### config.mk
export PLATFORM = sky130hd
export DESIGN_NAME = led_pattern_ctrl
export DESIGN_NICKNAME = d
export VERILOG_FILES = /design/src/rtl/led_pkg.sv /design/src/rtl/key_debounce.sv /design/src/rtl/led_pattern_ctrl.sv
export SDC_FILE = /design/constraint.sdc
export NUM_CORES = 1
export LEC_CHECK = 0
export ABC_CLOCK_PERIOD_IN_PS = 3200
export CAP_MARGIN = 30
export CORE_MARGIN = 3
export CORE_UTILIZATION = 50
export CTS_BUF_LIST = sky130_fd_sc_hd__clkbuf_2 sky130_fd_sc_hd__clkbuf_4 sky130_fd_sc_hd__clkbuf_8
export DETAILED_ROUTE_END_ITERATION = 10
export DONT_BUFFER_PORTS = 1
export PLACE_DENSITY = 0.67
export SLEW_MARGIN = 15
export SYNTH_ARGS = -nofsm -noshare
export SYNTH_HDL_FRONTEND = slang
export SYNTH_SLANG_ARGS = --single-unit
### constraint.sdc
create_clock -name clk -period 3.2 [get_ports clk]
set_clock_uncertainty 0.15 [all_clocks]
set_input_delay 0.48 -clock clk [delete_from_list [all_inputs] [get_ports clk]]
set_output_delay 0.48 -clock clk [all_outputs]
set_load 0.05 [all_outputs]
### src/rtl/led_pkg.sv
// Shared encodings and constants for the LED pattern controller.
package led_pkg;

    localparam int unsigned LED_W = 8;

    typedef enum logic [1:0] {
        MODE_CHASE_L = 2'd0,
        MODE_CHASE_R = 2'd1,
        MODE_BOUNCE  = 2'd2,
        MODE_BLINK   = 2'd3
    } mode_e;

    localparam logic [LED_W-1:0] LED_ALL_OFF = 8'hFF;
    localparam logic [LED_W-1:0] LED_ALL_ON  = 8'h00;

    // Active-low drive with only the LED at pos lit.
    function automatic logic [LED_W-1:0] led_single(input logic [2:0] pos);
        return ~(8'b1 << pos);
    endfunction

endpackage

### src/rtl/key_debounce.sv
// Raw active-low key: 2-flop synchronizer, level debounce, 1-cycle press pulse.
module key_debounce #(
    parameter int unsigned DEB_CNT = 240000
) (
    input  logic clk,
    input  logic rst_n,
    input  logic key_n_i,
    output logic press_o
);

    localparam int unsigned DW = (DEB_CNT > 1) ? $clog2(DEB_CNT) : 1;
    localparam logic [DW-1:0] CNT_LAST = DW'(DEB_CNT - 1);

    logic          sync1_q, sync2_q;
    logic          level_q, level_d;
    logic          press_q, press_d;
    logic [DW-1:0] cnt_q, cnt_d;

    // Synchronizer; resets to the released level.
    always_ff @(posedge clk or negedge rst_n) begin
        if (!rst_n) begin
            sync1_q <= 1'b1;
            sync2_q <= 1'b1;
        end else begin
            sync1_q <= key_n_i;
            sync2_q <= sync1_q;
        end
    end

    // Accept a new level after DEB_CNT consecutive differing samples.
    always_comb begin
        level_d = level_q;
        cnt_d   = cnt_q;
        press_d = 1'b0;
        if (sync2_q == level_q) begin
            cnt_d = '0;
        end else if (cnt_q == CNT_LAST) begin
            level_d = sync2_q;
            cnt_d   = '0;
            press_d = ~sync2_q;
        end else begin
            cnt_d = cnt_q + DW'(1);
        end
    end

    // Debounce state and press pulse registers.
    always_ff @(posedge clk or negedge rst_n) begin
        if (!rst_n) begin
            level_q <= 1'b1;
            cnt_q   <= '0;
            press_q <= 1'b0;
        end else begin
            level_q <= level_d;
            cnt_q   <= cnt_d;
            press_q <= press_d;
        end
    end

    assign press_o = press_q;

endmodule

### src/rtl/led_pattern_ctrl.sv
// Key-driven pattern scheduler for the 8-LED bank (active-low LEDs).
// Optional feature macro PAUSE_BLINK_EN: blanks the frozen pattern periodically while paused.
module led_pattern_ctrl
    import led_pkg::*;
#(
    parameter int unsigned BASE_CNT = 600000,
    parameter int unsigned DEB_CNT  = 240000,
    parameter int unsigned CNT_W    = $clog2(BASE_CNT * 8)
) (
    input  logic             clk,
    input  logic             rst_n,
    input  logic             key_mode_n,
    input  logic             key_speed_n,
    input  logic             key_pause_n,
    output logic [LED_W-1:0] LEDs,
    output logic [1:0]       mode,
    output logic [1:0]       speed,
    output logic             paused
);

    logic mode_press, speed_press, pause_press;

    key_debounce #(.DEB_CNT(DEB_CNT)) u_key_mode (
        .clk(clk), .rst_n(rst_n), .key_n_i(key_mode_n), .press_o(mode_press)
    );
    key_debounce #(.DEB_CNT(DEB_CNT)) u_key_speed (
        .clk(clk), .rst_n(rst_n), .key_n_i(key_speed_n), .press_o(speed_press)
    );
    key_debounce #(.DEB_CNT(DEB_CNT)) u_key_pause (
        .clk(clk), .rst_n(rst_n), .key_n_i(key_pause_n), .press_o(pause_press)
    );

    mode_e            mode_q, mode_d;
    logic [1:0]       speed_q, speed_d;
    logic             paused_q, paused_d;
    logic [2:0]       pos_q, pos_d;
    logic             dir_up_q, dir_up_d;
    logic             phase_q, phase_d;
    logic [CNT_W-1:0] cnt_q, cnt_d;
    logic [LED_W-1:0] led_q, led_d;
    logic [31:0]      period_c;
    logic [CNT_W-1:0] period_last_c;
    logic             tick_c;

    assign period_c      = BASE_CNT << speed_q;
    assign period_last_c = CNT_W'(period_c - 32'd1);

    // Step tick; a mode or speed press restarts the interval instead.
    assign tick_c = !paused_q && (cnt_q == period_last_c) && !mode_press && !speed_press;

`ifdef PAUSE_BLINK_EN
    localparam int unsigned BLINK_W = $clog2(4 * BASE_CNT);
    localparam logic [BLINK_W-1:0] BLINK_LAST = BLINK_W'(4 * BASE_CNT - 1);

    logic [BLINK_W-1:0] bcnt_q, bcnt_d;
    logic               blank_q, blank_d;

    // Free-running blank toggle while paused; cleared as soon as the sequence resumes.
    always_comb begin
        bcnt_d  = bcnt_q;
        blank_d = blank_q;
        if (!paused_d) begin
            bcnt_d  = '0;
            blank_d = 1'b0;
        end else if (bcnt_q == BLINK_LAST) begin
            bcnt_d  = '0;
            blank_d = ~blank_q;
        end else begin
            bcnt_d = bcnt_q + BLINK_W'(1);
        end
    end

    // Blank timer registers.
    always_ff @(posedge clk or negedge rst_n) begin
        if (!rst_n) begin
            bcnt_q  <= '0;
            blank_q <= 1'b0;
        end else begin
            bcnt_q  <= bcnt_d;
            blank_q <= blank_d;
        end
    end
`endif

    // Next-state: timebase, pattern walk, key actions and LED image.
    always_comb begin
        mode_d   = mode_q;
        speed_d  = speed_q;
        paused_d = paused_q;
        pos_d    = pos_q;
        dir_up_d = dir_up_q;
        phase_d  = phase_q;
        cnt_d    = cnt_q;

        if (mode_press || speed_press) begin
            cnt_d = '0;
        end else if (!paused_q) begin
            cnt_d = (cnt_q == period_last_c) ? '0 : cnt_q + CNT_W'(1);
        end

        if (tick_c) begin
            case (mode_q)
                MODE_CHASE_L: pos_d = pos_q + 3'd1;
                MODE_CHASE_R: pos_d = pos_q - 3'd1;
                MODE_BOUNCE: begin
                    if (dir_up_q) begin
                        pos_d = pos_q + 3'd1;
                        if (pos_q == 3'd6) dir_up_d = 1'b0;
                    end else begin
                        pos_d = pos_q - 3'd1;
                        if (pos_q == 3'd1) dir_up_d = 1'b1;
                    end
                end
                MODE_BLINK:   phase_d = ~phase_q;
                default: ;
            endcase
        end

        if (pause_press) paused_d = ~paused_q;
        if (speed_press) speed_d = speed_q + 2'd1;
        if (mode_press) begin
            mode_d   = mode_e'(mode_q + 2'd1);
            pos_d    = 3'd0;
            dir_up_d = 1'b1;
            phase_d  = 1'b0;
        end

        if (mode_q == MODE_BLINK) begin
            led_d = phase_q ? LED_ALL_OFF : LED_ALL_ON;
        end else begin
            led_d = led_single(pos_q);
        end
`ifdef PAUSE_BLINK_EN
        if (blank_q) led_d = LED_ALL_OFF;
`endif
    end

    // State and output registers.
    always_ff @(posedge clk or negedge rst_n) begin
        if (!rst_n) begin
            mode_q   <= MODE_CHASE_L;
            speed_q  <= 2'd0;
            paused_q <= 1'b0;
            pos_q    <= 3'd0;
            dir_up_q <= 1'b1;
            phase_q  <= 1'b0;
            cnt_q    <= '0;
            led_q    <= LED_ALL_OFF;
        end else begin
            mode_q   <= mode_d;
            speed_q  <= speed_d;
            paused_q <= paused_d;
            pos_q    <= pos_d;
            dir_up_q <= dir_up_d;
            phase_q  <= phase_d;
            cnt_q    <= cnt_d;
            led_q    <= led_d;
        end
    end

    assign LEDs   = led_q;
    assign mode   = mode_q;
    assign speed  = speed_q;
    assign paused = paused_q;

endmodule
==> results.txt <==
Hold EP -> u_key_mode.sync2_q
clock share of power -> 0.381
Post-synth EDFFs -> 0
global-route wire length before repair -> 17500 µm
Reg power frac -> 0.592
Int Pwr -> 1780 µW
post-synthesis adder-cell area fraction -> 0.0504
hold_sp -> u_key_mode.sync1_q
register area -> 2700 µm²
pwr dens -> 399 nW/µm²
Syn Area/Cell -> 9.92 µm²
mux share of post-synthesis cell area -> 0.0124
Net Sw Frac -> 0.236
Setup WS post-layout -> 381 ps
Synth top cells by count -> nor2_1, dfrtp_1, nand2_1, xor2_1, nand3_1
Filler Cells Inserted -> 939
largest family of logic cells by synthesized area -> simple AND/OR/NAND/NOR gates
Synth Flop Type -> dfrtp_1
die area -> 12200 µm²
VDD IR max -> 0.306 mV
critical-path maximum fanout -> 7
CTS sink count -> 107
Die Wd -> 110 µm
Slew Limit Headroom -> 0.555
clock root buffer -> clkbuf_8
vias per cell -> 5.44
cts hold-fix bufs -> 5
Setup TNS Final -> 0 ps
Period Utilization, post-route -> 0.881
Layout Nets -> 580
Hold Path Stages -> 0
critical path class -> reg -> reg
RSZ-0062 raised after global routing -> false
worst reg-to-reg setup slack -> 380 ps
pre-CTS setup slack -> 370 ps
Synth Net Count -> 577
Max Clk Rate -> 355 MHz
post-route minimum period -> 2820 ps
cts bufs inserted -> 9
# diodes -> 0
status -> finished clean
Post-Synth XOR/XNOR Area -> 0.117
final global-route overflow total -> 0
simple-gate area share of the yosys netlist -> 0.240
synthesized cell area -> 5460 µm²
die height -> 110 µm
detailed placer's ending HPWL -> 6570 µm
logic gate share of total power -> 0.027
final wirelength -> 9680 µm
P_sw -> 550 µW
slowest cell on the critical path -> dfrtp_1
initial core utilization -> 0.522
post-CTS setup buffer count -> 0
crit-path leading delay family -> simple AND/OR/NAND/NOR gates
initial antenna violation count -> 0
CTS tree -> built
HP Class -> reg -> reg
post-cts resize count -> 0
num rows -> 37
CP max stage delay -> 500 ps
reg2reg end -> pos_q[1]
worst-skew pair later-pin latency -> 380 ps
startpoint types -> flip-flop
depth of the CTS H-tree -> 3
final setup vio count -> 0
number of synthesized register bits -> 107
critical path data arrival time -> 2940 ps
number of I/O port buffers -> 0
Compound-Gate Fraction of Synth Area -> 0.0543
Yosys Warn Count -> 0
CTS Buffer Depth -> 2
I/O pins -> 18
final hold violation count -> 0
Synth cell types -> 54
worst endpoint required time -> 3320 ps
Worst-Margin Slew -> 668 ps
Post-Syn Instances -> 550
TritonRoute pass-1 iters -> 4
cell accounting for the most synthesized area -> dfrtp_1
DRC -> 0
Crit path buffers/inverters -> 1
asr flop ratio synth -> 1.00
most area-consuming cells after synthesis -> dfrtp_1, dfstp_2, xor2_1
crit path cell chain -> inv_1 -> ha_1 -> xor2_1 -> nand3_1 -> nor4_2 -> nand2_2 -> nor3_2 -> mux2_2
Worst setup EP type -> flip-flop
ANT nets after route -> 0
Tot GR Track Use -> 0.170
largest net degree at the start of global routing -> 108
via count -> 3774
max-slew violations -> 0
max-cap viol count -> 0
gp weighted congestion -> 0.897
cells on worst reg2reg path -> 8
DRT iter0 DRCs -> 163
drt wl/cell -> 14.0 µm
clock transition at the registers of the reported paths -> 100 ps
area share of the largest cell type after synthesis -> 0.408
sequential area share after synthesis -> 0.495
cell with the most instances after synthesis -> nor2_1
number of global-route vias before repair -> 3819
Area Growth Syn to Fin -> 7.08%
Multi-input gate area -> 2590 µm²
leakage -> 0.00254 µW
Core Area -> 10500 µm²
reg2reg start -> speed[0]
share of cells above drive strength 1 -> 0.108
power groups by stage:
stage	Clock [µW]	Combinational (µW)	Sequential (µW)
5_1_grt	977	73.3	1390
2_1_floorplan	0	26.8	1400
3_5_place_dp	0	30.1	1410
3_3_place_gp	0	29.8	1410
4_1_cts	921	65.7	1380
6_report	890	62.5	1380
logic make-up (layout without fill, tap and decap cells):
family                   count (synthesis)  in the layout
AND/OR/NAND/NOR                        263            263
XOR/XNOR                                73             73
adder cells (fa/ha/maj)                 22             22
flip-flops                             107            107
buffers and inverters                   36             44
AO/OA/AOI/OAI                           43             43
multiplexers                             6              6
per-stage QoR:
step,instances,utilization,cell area (µm²),power [µW],hold WS [ps]
after detailed placement,673,0.531,5560,1440,37.7
after floorplan,550,-,5460,1430,34.4
after global routing,694,0.559,5840,2440,222
final,694,0.559,5840,2330,211
after global placement,673,0.531,5560,1440,37.6
after CTS,694,0.559,5840,2370,213
placed cells by master, fill, tap and decap left out, types with 16 or more instances in the layout:
cell type,instances
dfrtp_1,89
dfstp_2,18
ha_1,22
inv_1,20
nand2_1,46
nand3_1,33
nand4_1,16
nor2_1,99
xnor2_1,28
xor2_1,45
per-layer routing:
layer	up-vias	wire length, µm	GRT usage
li1	1860	-	-
met1	1839	4540	0.222
met2	61	4630	0.277
met3	14	367	0.0384
met4	0	148	0.0616
met5	-	0	0
sequential cells by signal, summed over array words and instances, names as in the netlist, 2 cells and up:
signal             cells
pos_q                  3
cnt_q                 23
u_key_pause.cnt_q     18
LEDs                   8
u_key_speed.cnt_q     18
u_key_mode.cnt_q      18
mode                   2
speed                  2
how the worst max path moves through the flow:
stage             start       end  cells after the start
3_5_place_dp   speed[0]  pos_q[2]                      8
4_1_cts        speed[0]  pos_q[2]                      8
2_1_floorplan  speed[1]  pos_q[1]                      8
5_1_grt        speed[0]  pos_q[2]                      8
3_3_place_gp   speed[0]  pos_q[1]                      8
6_report       speed[0]  pos_q[1]                      8
final cells by class:
| type | count | area share |
|---|---|---|
| clock buffer | 10 | 0.0235 |
| clock inverter | 6 | 0.0137 |
| inverter | 20 | 0.0128 |
| multi-input combinational | 407 | 0.443 |
| sequential | 107 | 0.462 |
| tap | 136 | 0.0291 |
| timing repair buffer | 8 | 0.0154 |
(Power assumes the default switching activity.)
